File: config.mk
export PLATFORM = sky130hd
export DESIGN_NAME = sdram_client_arb
export DESIGN_NICKNAME = d
export VERILOG_FILES = /design/src/rtl/sdram_client_arb.sv
export SDC_FILE = /design/constraint.sdc
export NUM_CORES = 1
export LEC_CHECK = 0
export ABC_CLOCK_PERIOD_IN_PS = 2500
export BUFFER_PORTS_ARGS = -buffer_cell sky130_fd_sc_hd__buf_2
export CAP_MARGIN = 20
export CORE_UTILIZATION = 50
export CTS_CLUSTER_SIZE = 12
export DETAILED_ROUTE_END_ITERATION = 10
export PLACE_DENSITY_LB_ADDON = 0.05
export SETUP_SLACK_MARGIN = 0.15
export SLEW_MARGIN = 10
export SYNTH_ARGS = -nofsm -noshare
export SYNTH_HDL_FRONTEND = slang
export SYNTH_SLANG_ARGS = --single-unit
File: constraint.sdc
create_clock -name clk -period 2.5 [get_ports clk]
set_input_delay 0.5 -clock clk [delete_from_list [all_inputs] [get_ports clk]]
set_output_delay 0.5 -clock clk [all_outputs]
set_load 0.02 [all_outputs]
File: src/rtl/sdram_client_arb.sv
// Two-port round-robin arbiter with periodic auto-refresh, driving the single-command
// logic interface of the byte-addressed SDRAM controller and routing read data back.
module sdram_client_arb #(
    parameter int REFRESH_INTERVAL = 810,
    parameter int ADDR_WIDTH       = 23
) (
    input  logic                  clk,
    input  logic                  reset,

    input  logic                  a_req,
    input  logic                  a_wr,
    input  logic [ADDR_WIDTH-1:0] a_addr,
    input  logic [15:0]           a_din,
    input  logic [1:0]            a_wdm,
    output logic                  a_ack,
    output logic [15:0]           a_dout,
    output logic                  a_valid,

    input  logic                  b_req,
    input  logic                  b_wr,
    input  logic [ADDR_WIDTH-1:0] b_addr,
    input  logic [15:0]           b_din,
    input  logic [1:0]            b_wdm,
    output logic                  b_ack,
    output logic [15:0]           b_dout,
    output logic                  b_valid,

    output logic                  mem_rd,
    output logic                  mem_wr,
    output logic                  mem_refresh,
    output logic [ADDR_WIDTH-1:0] mem_addr,
    output logic [15:0]           mem_din,
    output logic [1:0]            mem_wdm,
    input  logic [15:0]           mem_dout,
    input  logic                  mem_data_ready,
    input  logic                  mem_busy
);

    localparam int CNT_W = (REFRESH_INTERVAL > 1) ? $clog2(REFRESH_INTERVAL) : 1;
    localparam logic [CNT_W-1:0] CNT_LAST = CNT_W'(REFRESH_INTERVAL - 1);

    typedef enum logic [1:0] {
        S_IDLE,
        S_CMD,
        S_BUSY
    } state_t;

    state_t           state;
    logic [CNT_W-1:0] refresh_cnt;
    logic             refresh_wrap;
    logic             refresh_pending;
    logic             last_grant_b;
    logic             op_read;
    logic             op_owner_b;
    logic             grant_b;
    logic             issue;

    // Free-running interval counter; it never pauses, so refresh spacing is
    // independent of client traffic.
    always_ff @(posedge clk) begin
        if (reset) begin
            refresh_cnt <= '0;
        end else if (refresh_wrap) begin
            refresh_cnt <= '0;
        end else begin
            refresh_cnt <= refresh_cnt + 1'b1;
        end
    end

    assign refresh_wrap = (refresh_cnt == CNT_LAST);

    // B wins when it is alone or when A had the previous grant.
    assign grant_b = b_req && (!a_req || !last_grant_b);
    assign issue   = (state == S_IDLE) && !mem_busy &&
                     (refresh_pending || a_req || b_req);

    always_ff @(posedge clk) begin
        if (reset) begin
            state           <= S_IDLE;
            refresh_pending <= 1'b0;
            last_grant_b    <= 1'b1;
            op_read         <= 1'b0;
            op_owner_b      <= 1'b0;
            a_ack           <= 1'b0;
            b_ack           <= 1'b0;
            a_valid         <= 1'b0;
            b_valid         <= 1'b0;
            a_dout          <= '0;
            b_dout          <= '0;
            mem_rd          <= 1'b0;
            mem_wr          <= 1'b0;
            mem_refresh     <= 1'b0;
            mem_addr        <= '0;
            mem_din         <= '0;
            mem_wdm         <= '0;
        end else begin
            a_ack   <= 1'b0;
            b_ack   <= 1'b0;
            a_valid <= 1'b0;
            b_valid <= 1'b0;

            case (state)
                S_IDLE: begin
                    if (issue) begin
                        state <= S_CMD;
                        if (refresh_pending) begin
                            mem_refresh     <= 1'b1;
                            refresh_pending <= 1'b0;
                            op_read         <= 1'b0;
                        end else if (grant_b) begin
                            mem_rd       <= ~b_wr;
                            mem_wr       <= b_wr;
                            mem_addr     <= b_addr;
                            mem_din      <= b_din;
                            mem_wdm      <= b_wdm;
                            b_ack        <= 1'b1;
                            last_grant_b <= 1'b1;
                            op_read      <= ~b_wr;
                            op_owner_b   <= 1'b1;
                        end else begin
                            mem_rd       <= ~a_wr;
                            mem_wr       <= a_wr;
                            mem_addr     <= a_addr;
                            mem_din      <= a_din;
                            mem_wdm      <= a_wdm;
                            a_ack        <= 1'b1;
                            last_grant_b <= 1'b0;
                            op_read      <= ~a_wr;
                            op_owner_b   <= 1'b0;
                        end
                    end
                end

                S_CMD: begin
                    mem_rd      <= 1'b0;
                    mem_wr      <= 1'b0;
                    mem_refresh <= 1'b0;
                    state       <= S_BUSY;
                end

                S_BUSY: begin
                    if (op_read && mem_data_ready) begin
                        if (op_owner_b) begin
                            b_dout  <= mem_dout;
                            b_valid <= 1'b1;
                        end else begin
                            a_dout  <= mem_dout;
                            a_valid <= 1'b1;
                        end
                    end
                    if (!mem_busy) begin
                        state <= S_IDLE;
                    end
                end

                default: begin
                    state <= S_IDLE;
                end
            endcase

            // Placed after the case so a wrap in the issuing cycle re-arms the request.
            if (refresh_wrap) begin
                refresh_pending <= 1'b1;
            end
        end
    end

endmodule
## Yosys cells after proc, flatten, opt, wreduce, memory -nomap -nowiden

Cells that the tools add are included.

| storage, ports and cells | value |
|---|---|
| input bits | 106 |
| memory bits (writable) | 0 |
| memories | 0 |
| bits in latches | 0 |
| bits in read-only memories | 0 |
| output and inout bits | 80 |
| register bits | 96 |

| operators by class | value |
|---|---|
| div/mod/pow operators | 0 |
| reduce and logical (&&, ||, !) cells | 25 |
| add/sub/neg operators | 1 |
| muxes and demuxes | 25 |
| eq/ne operators | 7 |
| multipliers | 0 |
| shifts and indexed selects | 0 |
| order comparisons | 0 |
| bitwise operators | 8 |

Operators with widths:

| operator | count |
|---|---|
| $mux W23 | 1 |
| $mux W1 | 16 |
| $mux W16 | 1 |
| $reduce_and A3 Y1 | 5 |
| $add A10 B1 Y10 const B | 1 |
| $eq A10 B10 Y1 const B | 1 |
| $ne A2 B2 Y1 const B | 4 |
| $not A1 Y1 | 8 |
| $mux W2 | 3 |
| $pmux W1 S2 | 3 |
| $pmux W2 S3 | 1 |
| $reduce_and A2 Y1 | 3 |
| $reduce_bool A2 Y1 | 3 |
| $logic_and A1 B1 Y1 | 4 |
| $reduce_or A4 Y1 | 1 |
| $logic_not A1 Y1 | 3 |
| $logic_or A1 B1 Y1 | 3 |
| $reduce_or A3 Y1 | 1 |
| $eq A2 B1 Y1 const B | 1 |
| $eq A2 B2 Y1 const B | 1 |
| $logic_not A2 Y1 | 1 |
| $reduce_or A2 Y1 | 1 |

## Logic depth before layout (Yosys ltp)

Gate-level depths: netlist of run 1.

| logic depth | value |
|---|---|
| depth after elaboration | 7 |
| mapped depth | 6 |
| gate-level depth less buffers | 5 |

## Worst setup path before layout of run 1

No wires, ideal clock.

| timing | value |
|---|---|
| path kind | input-to-reg |
| from | input port a_req |
| to | register mem_addr[10] |
| cell stages on the path | 6 |
| path buffers | 3 |
| required time | 2.409 ns |
| arrival time | 1.419 ns |
| slack | 0.990 ns |
| cells stage by stage | o21ba_1 buf_4 and2_1 buf_2 buf_6 a311oi_1 |

| on the way | value |
|---|---|
| longest elaborated chain between the ends | 4 |
| elaborated cells between the ends (all ways) | 8 |

Ends and longest elaborated chain:

| item | RTL line | text |
|---|---|---|
| from (decl) | 10 | `input logic a_req,` |
| $logic_or A1 B1 Y1 / $logic_not A1 Y1 (equally long branches) | 75, 73 |  |
| $logic_or A1 B1 Y1, on equally long branches | 75, 73 |  |
| $logic_and A1 B1 Y1, on equally long branches | 74, 73 |  |
| $reduce_and A3 Y1 (no source line) / $mux W23 (equally long branches) | n/a |  |
| to (signal assigned) | 113 | `mem_addr <= b_addr;` |
| to (signal assigned) | 123 | `mem_addr <= a_addr;` |
| to (decl) | 31 | `output logic [ADDR_WIDTH-1:0] mem_addr,` |

Several ways; a longest one is shown, not always the timed one.
A chain may end at the register's enable or synchronous reset.

## Final worst setup path of run 1

| timing | value |
|---|---|
| from | register state[1] |
| to | register mem_rd |

| on the way | value |
|---|---|
| longest elaborated chain between the ends | 5 |
| elaborated cells between the ends (all ways) | 9 |

Ends and longest elaborated chain:

| item | RTL line | text |
|---|---|---|
| from (decl) | 48 | `state_t state;` |
| from (signal assigned) | 79 | `state <= S_IDLE;` |
| from (signal assigned) | 105 | `state <= S_CMD;` |
| from (signal assigned) | 138 | `state <= S_BUSY;` |
| $logic_not A2 Y1 | 74, 102 |  |
| $logic_and A1 B1 Y1 (2 in a row) | 74 | `assign issue = (state == S_IDLE) && !mem_busy &&` |
| $ne A2 B2 Y1 (no source line) | n/a |  |
| $reduce_and A3 Y1 (no source line) | n/a |  |
| to (signal assigned) | 111 | `mem_rd <= ~b_wr;` |
| to (signal assigned) | 121 | `mem_rd <= ~a_wr;` |
| to (decl) | 28 | `output logic mem_rd,` |

Several ways; a longest one is shown, not always the timed one.

==> impl_metrics.env, run 1 <==
export IMPL_outcome="complete, no violations"
export IMPL_drt_wl_total_um=11060
export IMPL_gp_congestion=0.7723
export IMPL_ys_seq_area_frac=0.4787
export IMPL_cts_tree="built"
export IMPL_worst_r2r_cell_count=4
export IMPL_maxCapViolCount=0
export IMPL_nNetsFinal=747
export IMPL_finalPower_mw=3.295
export IMPL_holdPathStages=3
export IMPL_drcViolationCount=0
export IMPL_synth_adder_area_share=0.006232
export IMPL_wl_per_cell_um=14.84
export IMPL_period_needed_ps=1638
export IMPL_grt_pass1_wl_um=18060
export IMPL_grt_pass1_vias=3812
export IMPL_synth_compound_area_share=0.2727
export IMPL_crit_fanout=46
export IMPL_p_leak_nw=2.268
export IMPL_worst_slew_pin_slew_ps=952.5
export IMPL_clk_latency_ps=350
export IMPL_worstPathArrival_ps=1940
export IMPL_cts_root_buf="clkbuf_8"
export IMPL_final_max_slew_viol_count=0
export IMPL_core_area_um2=7727
export IMPL_syn_inst=480
export IMPL_clockBufferDepth=2
export IMPL_hold_start="b_addr[3]"
export IMPL_synth_cell_types=41
export IMPL_cts_max_level=3
export IMPL_cts_resized=0
export IMPL_hold_viol_final=0
export IMPL_setup_violations=0
export IMPL_fmax_ghz=0.6105
export IMPL_slew_headroom=0.3643
export IMPL_grt_overflow=0
export IMPL_antenna_cells=0
export IMPL_reg2reg_to="mem_rd$_SDFFE_PP0P_"
export IMPL_cts_setup_buffers=0
export IMPL_cp_start_kind="flip-flop"
export IMPL_start_util=0.5196
export IMPL_drive_above_1_share=0.3406
export IMPL_grt_max_degree=54
export IMPL_min_period_over_period=0.6552
export IMPL_cts_hold_fix_buffers=0
export IMPL_endpoint_kind="flip-flop"
export IMPL_power_density_nw_per_um2=636.9
export IMPL_synth_seq_cells=96
export IMPL_synth_warnings=0
export IMPL_hpwl_um=7403
export IMPL_hp_class="input port to flip-flop"
export IMPL_io_buffers=185
export IMPL_area_growth_pct=28.83
export IMPL_rsz0062_at_grt="no"
export IMPL_synth_simple_gate_area_frac=0.1730
export IMPL_path_clk_slew_ps=90
export IMPL_finalSetupTns_ps=0
export IMPL_die_x_um=91.61
export IMPL_ant_nets=0
export IMPL_whs_endpoint="mem_addr[3]$_SDFFE_PP0P_"
export IMPL_worstPathRequired_ps=2800
export IMPL_syn_area_per_cell_um2=8.365
export IMPL_vias=4112
export IMPL_r2r_start="state[1]$_SDFFE_PP0P_"
export IMPL_synth_top_family_by_area="compound AO/OA/AOI/OAI gates"
export IMPL_fin_util=0.6694
export IMPL_synth_xor_area_frac=0.004363
export IMPL_synthesis_nets=588
export IMPL_gr_usage_all_layers=0.2649
export IMPL_cts_sinks=96
export IMPL_n_fill_cell=693
export IMPL_die_area_um2=8392
export IMPL_die_h_um=91.61
export IMPL_first_pass_iters=6
export IMPL_io_pins=186
export IMPL_reg2reg_slack_ps=860
export IMPL_vias_per_cell=5.519
export IMPL_drtIter0Drc=205
export IMPL_worst_ir_drop_vdd_uv=312.8
export IMPL_synth_area_um2=4015
export IMPL_fin_skew_ps=10.83
export IMPL_cts_buffers_inserted=9
export IMPL_rows=32
export IMPL_synth_area_mux_share=0.002805
export IMPL_antenna_found_initial=0
export IMPL_crit_type="flip-flop to flip-flop"
## synth_stat cells, drive strengths merged
cell	count	area (µm²)
dfxtp	96	1922
nand2	84	315.3
a21oi	83	419.2
a311oi	41	359.1
nand3	38	190.2
o21ai	35	175.2
clkbuf	28	105.1
buf	19	122.6
nor2	9	33.78
inv	6	22.52
nor3	4	20.02
nand4	3	18.77
nor2b	3	18.77
o31ai	3	22.52
or3	3	20.02
or4	3	26.27
ha	2	25.02
nand4b	2	17.52
a211oi	1	7.510
a21bo	1	10.01
a21boi	1	11.26
a21o	1	7.510
a2bb2o	1	10.01
a32o	1	10.01
and2	1	6.260
and4b	1	10.01
mux2	1	11.26
nand2b	1	6.260
o211ai	1	7.510
o21ba	1	10.01
o2bb2ai	1	8.760
o311ai	1	8.760
o41ai	1	27.53
or3b	1	11.26
xnor2	1	8.760
xor2	1	8.760
## logic make-up (layout without fill, tap and decap cells)
logic type / count (synthesis) / count (layout)
buffers and inverters: 53 / 216
adders and majority gates: 2 / 2
AOI/OAI and AO/OA: 173 / 173
and+or+nand+nor: 153 / 153
muxes: 1 / 1
DFF: 96 / 96
xor gates and xnor gates: 2 / 2
## critical path, cell delays in order, from the launching register on
cell,delay [ps]
dfxtp_1,370
nor3_2,230
buf_4,450
nand3_1,230
a2bb2o_1,290
## registers in the layout, indices dropped and copies added (netlist names)
| register | cells |
|---|---|
| a_ack | 1 |
| a_dout | 16 |
| a_valid | 1 |
| b_ack | 1 |
| b_dout | 16 |
| b_valid | 1 |
| last_grant_b | 1 |
| mem_addr | 23 |
| mem_din | 16 |
| mem_rd | 1 |
| mem_refresh | 1 |
| mem_wdm | 2 |
| mem_wr | 1 |
| op_owner_b | 1 |
| op_read | 1 |
| refresh_cnt | 10 |
| refresh_pending | 1 |
| state | 2 |
## per-stage QoR
stage | setup slack (ps) | cells | hold WS, ps | cell area, µm²
after global routing | 729.4 | 745 | 388.4 | 5172
after CTS | 851.6 | 745 | 388.7 | 5172
after floorplan | 990.3 | 480 | 451.3 | 4015
final | 861.9 | 745 | 397.2 | 5172
after global placement | 724.0 | 730 | 458.1 | 4954
after detailed placement | 698.5 | 730 | 459.2 | 4954
## cells in the final DEF (no fill, tap or decap), types with 2 or more instances in the layout
| cell | Yosys | layout |
|---|---|---|
| buf_4 | 1 | 8 |
| nor3_1 | 4 | 3 |
| inv_1 | 6 | 6 |
| o31ai_1 | 3 | 3 |
| dfxtp_1 | 96 | 96 |
| buf_2 | 14 | 185 |
| bufinv_16 | 0 | 2 |
| a21oi_1 | 82 | 82 |
| ha_1 | 2 | 2 |
| or4_1 | 2 | 2 |
| nand2_1 | 84 | 84 |
| buf_12 | 0 | 2 |
| nand4b_1 | 2 | 2 |
| nand3_1 | 38 | 38 |
| nor2b_1 | 3 | 3 |
| nor2_1 | 9 | 9 |
| a311oi_1 | 41 | 41 |
| o21ai_0 | 35 | 35 |
| or3_1 | 2 | 2 |
| clkbuf_8 | 0 | 10 |
| nand4_1 | 3 | 3 |
## report_power, final
| group | total (mW) | internal [mW] | switching (mW) |
|---|---|---|---|
| registers | 1.65 | 1.60 | 0.0482 |
| clock network | 1.10 | 0.586 | 0.518 |
| logic | 0.539 | 0.208 | 0.331 |
## layout make-up
class	instances	area (µm²)	share of cell area
well taps	102	127.6	0.02467
repair buffers	195	1026	0.1984
clock inverters	5	81.33	0.01572
multi-input cells	331	1856	0.3587
flip-flops and latches	96	1922	0.3716
inverters	6	22.52	0.004354
clock buffers	10	137.6	0.02661
## worst max path at each step
stage	from	slack, ps	to	depth (start not counted)
detailed placement	a_req	700	mem_rd$_SDFFE_PP0P_	5
floorplan	a_req	990	mem_addr[10]$_SDFFE_PP0P_	6
CTS	state[1]$_SDFFE_PP0P_	850	mem_rd$_SDFFE_PP0P_	4
finish	state[1]$_SDFFE_PP0P_	860	mem_rd$_SDFFE_PP0P_	4
global route	state[1]$_SDFFE_PP0P_	730	mem_addr[1]$_SDFFE_PP0P_	4
global placement	a_req	720	mem_rd$_SDFFE_PP0P_	5
## layer usage
layer | global-route usage | vias to the layer above | routed length, µm
met3 | 0.06136 | 9 | 669
met4 | 0.06878 | 0 | 81
met1 | 0.3473 | 1907 | 4908
met2 | 0.4392 | 146 | 5399
met5 | 0 | - | 0
li1 | - | 2050 | -
No activity file was read; power rests on OpenSTA's default activity.
==> run 2: changes to the inputs <==
--- a/config.mk
+++ b/config.mk
@@ -5,10 +5,10 @@
 export SDC_FILE = /design/constraint.sdc
 export NUM_CORES = 1
 export LEC_CHECK = 0
-export ABC_CLOCK_PERIOD_IN_PS = 2500
+export ABC_CLOCK_PERIOD_IN_PS = 1550
 export BUFFER_PORTS_ARGS = -buffer_cell sky130_fd_sc_hd__buf_2
 export CAP_MARGIN = 20
-export CORE_UTILIZATION = 50
+export CORE_UTILIZATION = 47
 export CTS_CLUSTER_SIZE = 12
 export DETAILED_ROUTE_END_ITERATION = 10
 export PLACE_DENSITY_LB_ADDON = 0.05
==> constraint.sdc (replaced) <==
create_clock -name clk -period 1.55 [get_ports clk]
set_input_delay 0.31 -clock clk [delete_from_list [all_inputs] [get_ports clk]]
set_output_delay 0.31 -clock clk [all_outputs]
set_load 0.02 [all_outputs]
==> impl_metrics.env, run 2 (synthesis results as in run 1) <==
export IMPL_hold_start="reset"
export IMPL_fmax_ghz=0.7072
export IMPL_rows=33
export IMPL_hpwl_um=7961
export IMPL_path_clk_slew_ps=100
export IMPL_core_area_um2=8258
export IMPL_maxCapViolCount=0
export IMPL_worst_ir_drop_vdd_uv=479.4
export IMPL_drcViolationCount=0
export IMPL_worst_slew_pin_slew_ps=455.0
export IMPL_dr_max_layer_used="met4"
export IMPL_nNetsFinal=767
export IMPL_p_leak_nw=2.399
export IMPL_grt_overflow=0
export IMPL_cts_hold_fix_buffers=0
export IMPL_endpoint_kind="flip-flop"
export IMPL_vias=4263
export IMPL_drive_above_1_share=0.3795
export IMPL_cts_sinks=96
export IMPL_cts_tree="built"
export IMPL_io_pins=186
export IMPL_die_x_um=94.43
export IMPL_rsz0062_at_grt="yes"
export IMPL_hold_viol_final=0
export IMPL_p_int_mw=3.619
export IMPL_setup_violations=0
export IMPL_crit_type="flip-flop to flip-flop"
export IMPL_pwr_share_clk=0.302
export IMPL_hp_class="input port to flip-flop"
export IMPL_outcome="complete, no violations"
export IMPL_final_cell_mix="buf_2, dfxtp_1, nand2_1"
export IMPL_largest_register_ffs=23
export IMPL_area_growth_pct=35.87
export IMPL_io_buffers=185
export IMPL_drtIter0Drc=116
export IMPL_gp_congestion=0.7885
export IMPL_final_max_slew_viol_count=0
export IMPL_pwr_share_seq=0.510
export IMPL_die_h_um=94.43
export IMPL_gr_usage_all_layers=0.2556
export IMPL_cts_max_level=3
export IMPL_ant_nets=0
export IMPL_grt_pass1_vias=3863
export IMPL_comb_power_share=0.188
export IMPL_wl_met3_um=738
export IMPL_clk_latency_ps=370
export IMPL_worstPathArrival_ps=1720
export IMPL_switching_share=0.3063
export IMPL_start_util=0.4862
export IMPL_largest_register="mem_addr"
export IMPL_power_switching_mw=1.598
export IMPL_first_pass_iters=5
export IMPL_cp_startpoint="refresh_cnt[5]$_SDFF_PP0_"
export IMPL_drt_met1_wl_um=4839
export IMPL_period_needed_ps=1414
export IMPL_finalSetupTns_ps=0
export IMPL_die_area_um2=8916
export IMPL_cts_buffers_inserted=9
export IMPL_clockBufferDepth=2
export IMPL_min_period_over_period=0.9123
export IMPL_power_density_nw_per_um2=956.2
export IMPL_cts_root_buf="clkbuf_8"
export IMPL_vias_per_cell=5.544
export IMPL_final_common_cell="buf_2"
export IMPL_r2r_start="refresh_cnt[5]$_SDFF_PP0_"
export IMPL_fin_util=0.6606
export IMPL_worstPathRequired_ps=1850
export IMPL_wl_per_cell_um=15.04
export IMPL_slew_headroom=0.6967
export IMPL_grt_pass1_wl_um=18110
export IMPL_grt_max_degree=44
export IMPL_drt_wl_total_um=11560
export IMPL_wl_met2_um=5767
export IMPL_antenna_found_initial=0
export IMPL_crit_fanout=3
export IMPL_cp_start_kind="flip-flop"
export IMPL_fin_skew_ps=14.08
export IMPL_antenna_cells=0
run 2: cell count changes in the layout (fill, tap and decap cells not counted), moves of 2 or more:
cell,change
buf_12,+6
buf_4,+9
buf_6,+3
bufinv_16,-2
dfxtp_1,-7
dfxtp_2,+5
dfxtp_4,+2
inv_6,+3
run 2: power by group through the flow:
| stage | Clock, mW | Sequential (mW) | Combinational [mW] |
|---|---|---|---|
| floorplan | 0 | 2.84 | 0.412 |
| global placement | 0 | 2.71 | 0.915 |
| detailed placement | 0 | 2.71 | 0.932 |
| CTS | 1.61 | 2.66 | 0.949 |
| global route | 1.71 | 2.67 | 1.07 |
| finish | 1.58 | 2.66 | 0.981 |
run 2: repair_timing:
| action | in CTS | in global routing |
|---|---|---|
| buffers inserted | 4 | 1 |
| pin swaps | 5 | 3 |
| resized for setup | 14 | 8 |
| gates cloned | 0 | 1 |
| setup endpoints to repair | 53 | 47 |
| endpoints found under the hold margin | 0 | 0 |
run 2: routing by layer:
layer,vias up,GRT usage
li1,2097,-
met1,1998,0.3264
met2,151,0.4203
met3,17,0.05556
met4,0,0.09744
met5,-,0
run 2: area by class of cell:
| class | instances | area, µm² |
|---|---|---|
| fillers | 746 | 2803 |
| flip-flops and latches | 96 | 1936 |
| multi-input cells | 331 | 1892 |
| repair buffers | 215 | 1287 |
| well taps | 105 | 131.4 |
| clock buffers | 9 | 123.9 |
| clock inverters | 7 | 62.56 |
| inverters | 6 | 22.52 |
run 2: worst paths after layout:
path,endpoint,slack (ps),cells after the start
max,refresh_pending$_SDFFE_PP0P_,140,3
min,state[0]$_SDFFE_PP0P_,170,2
max reg2reg,refresh_pending$_SDFFE_PP0P_,140,3
min reg2reg,a_dout[7]$_SDFFE_PP0P_,480,2
run 2: through the flow:
stage	power (mW)	instances	hold WS (ps)	worst slack (ps)	area [µm²]
5_1_grt	5.454	769	178.3	99.34	5455
6_report	5.217	769	165.2	135.9	5455
4_1_cts	5.212	767	160.1	125.8	5386
3_5_place_dp	3.642	747	454.0	-11.95	5125
2_1_floorplan	3.251	480	450.7	155.7	4015
3_3_place_gp	3.628	747	447.4	79.62	5125
run 2: worst max-delay path, stage by stage (launching register included):
cell	delay (ps)
dfxtp_2	350
or3b_4	400
or4_4	490
a21oi_2	120
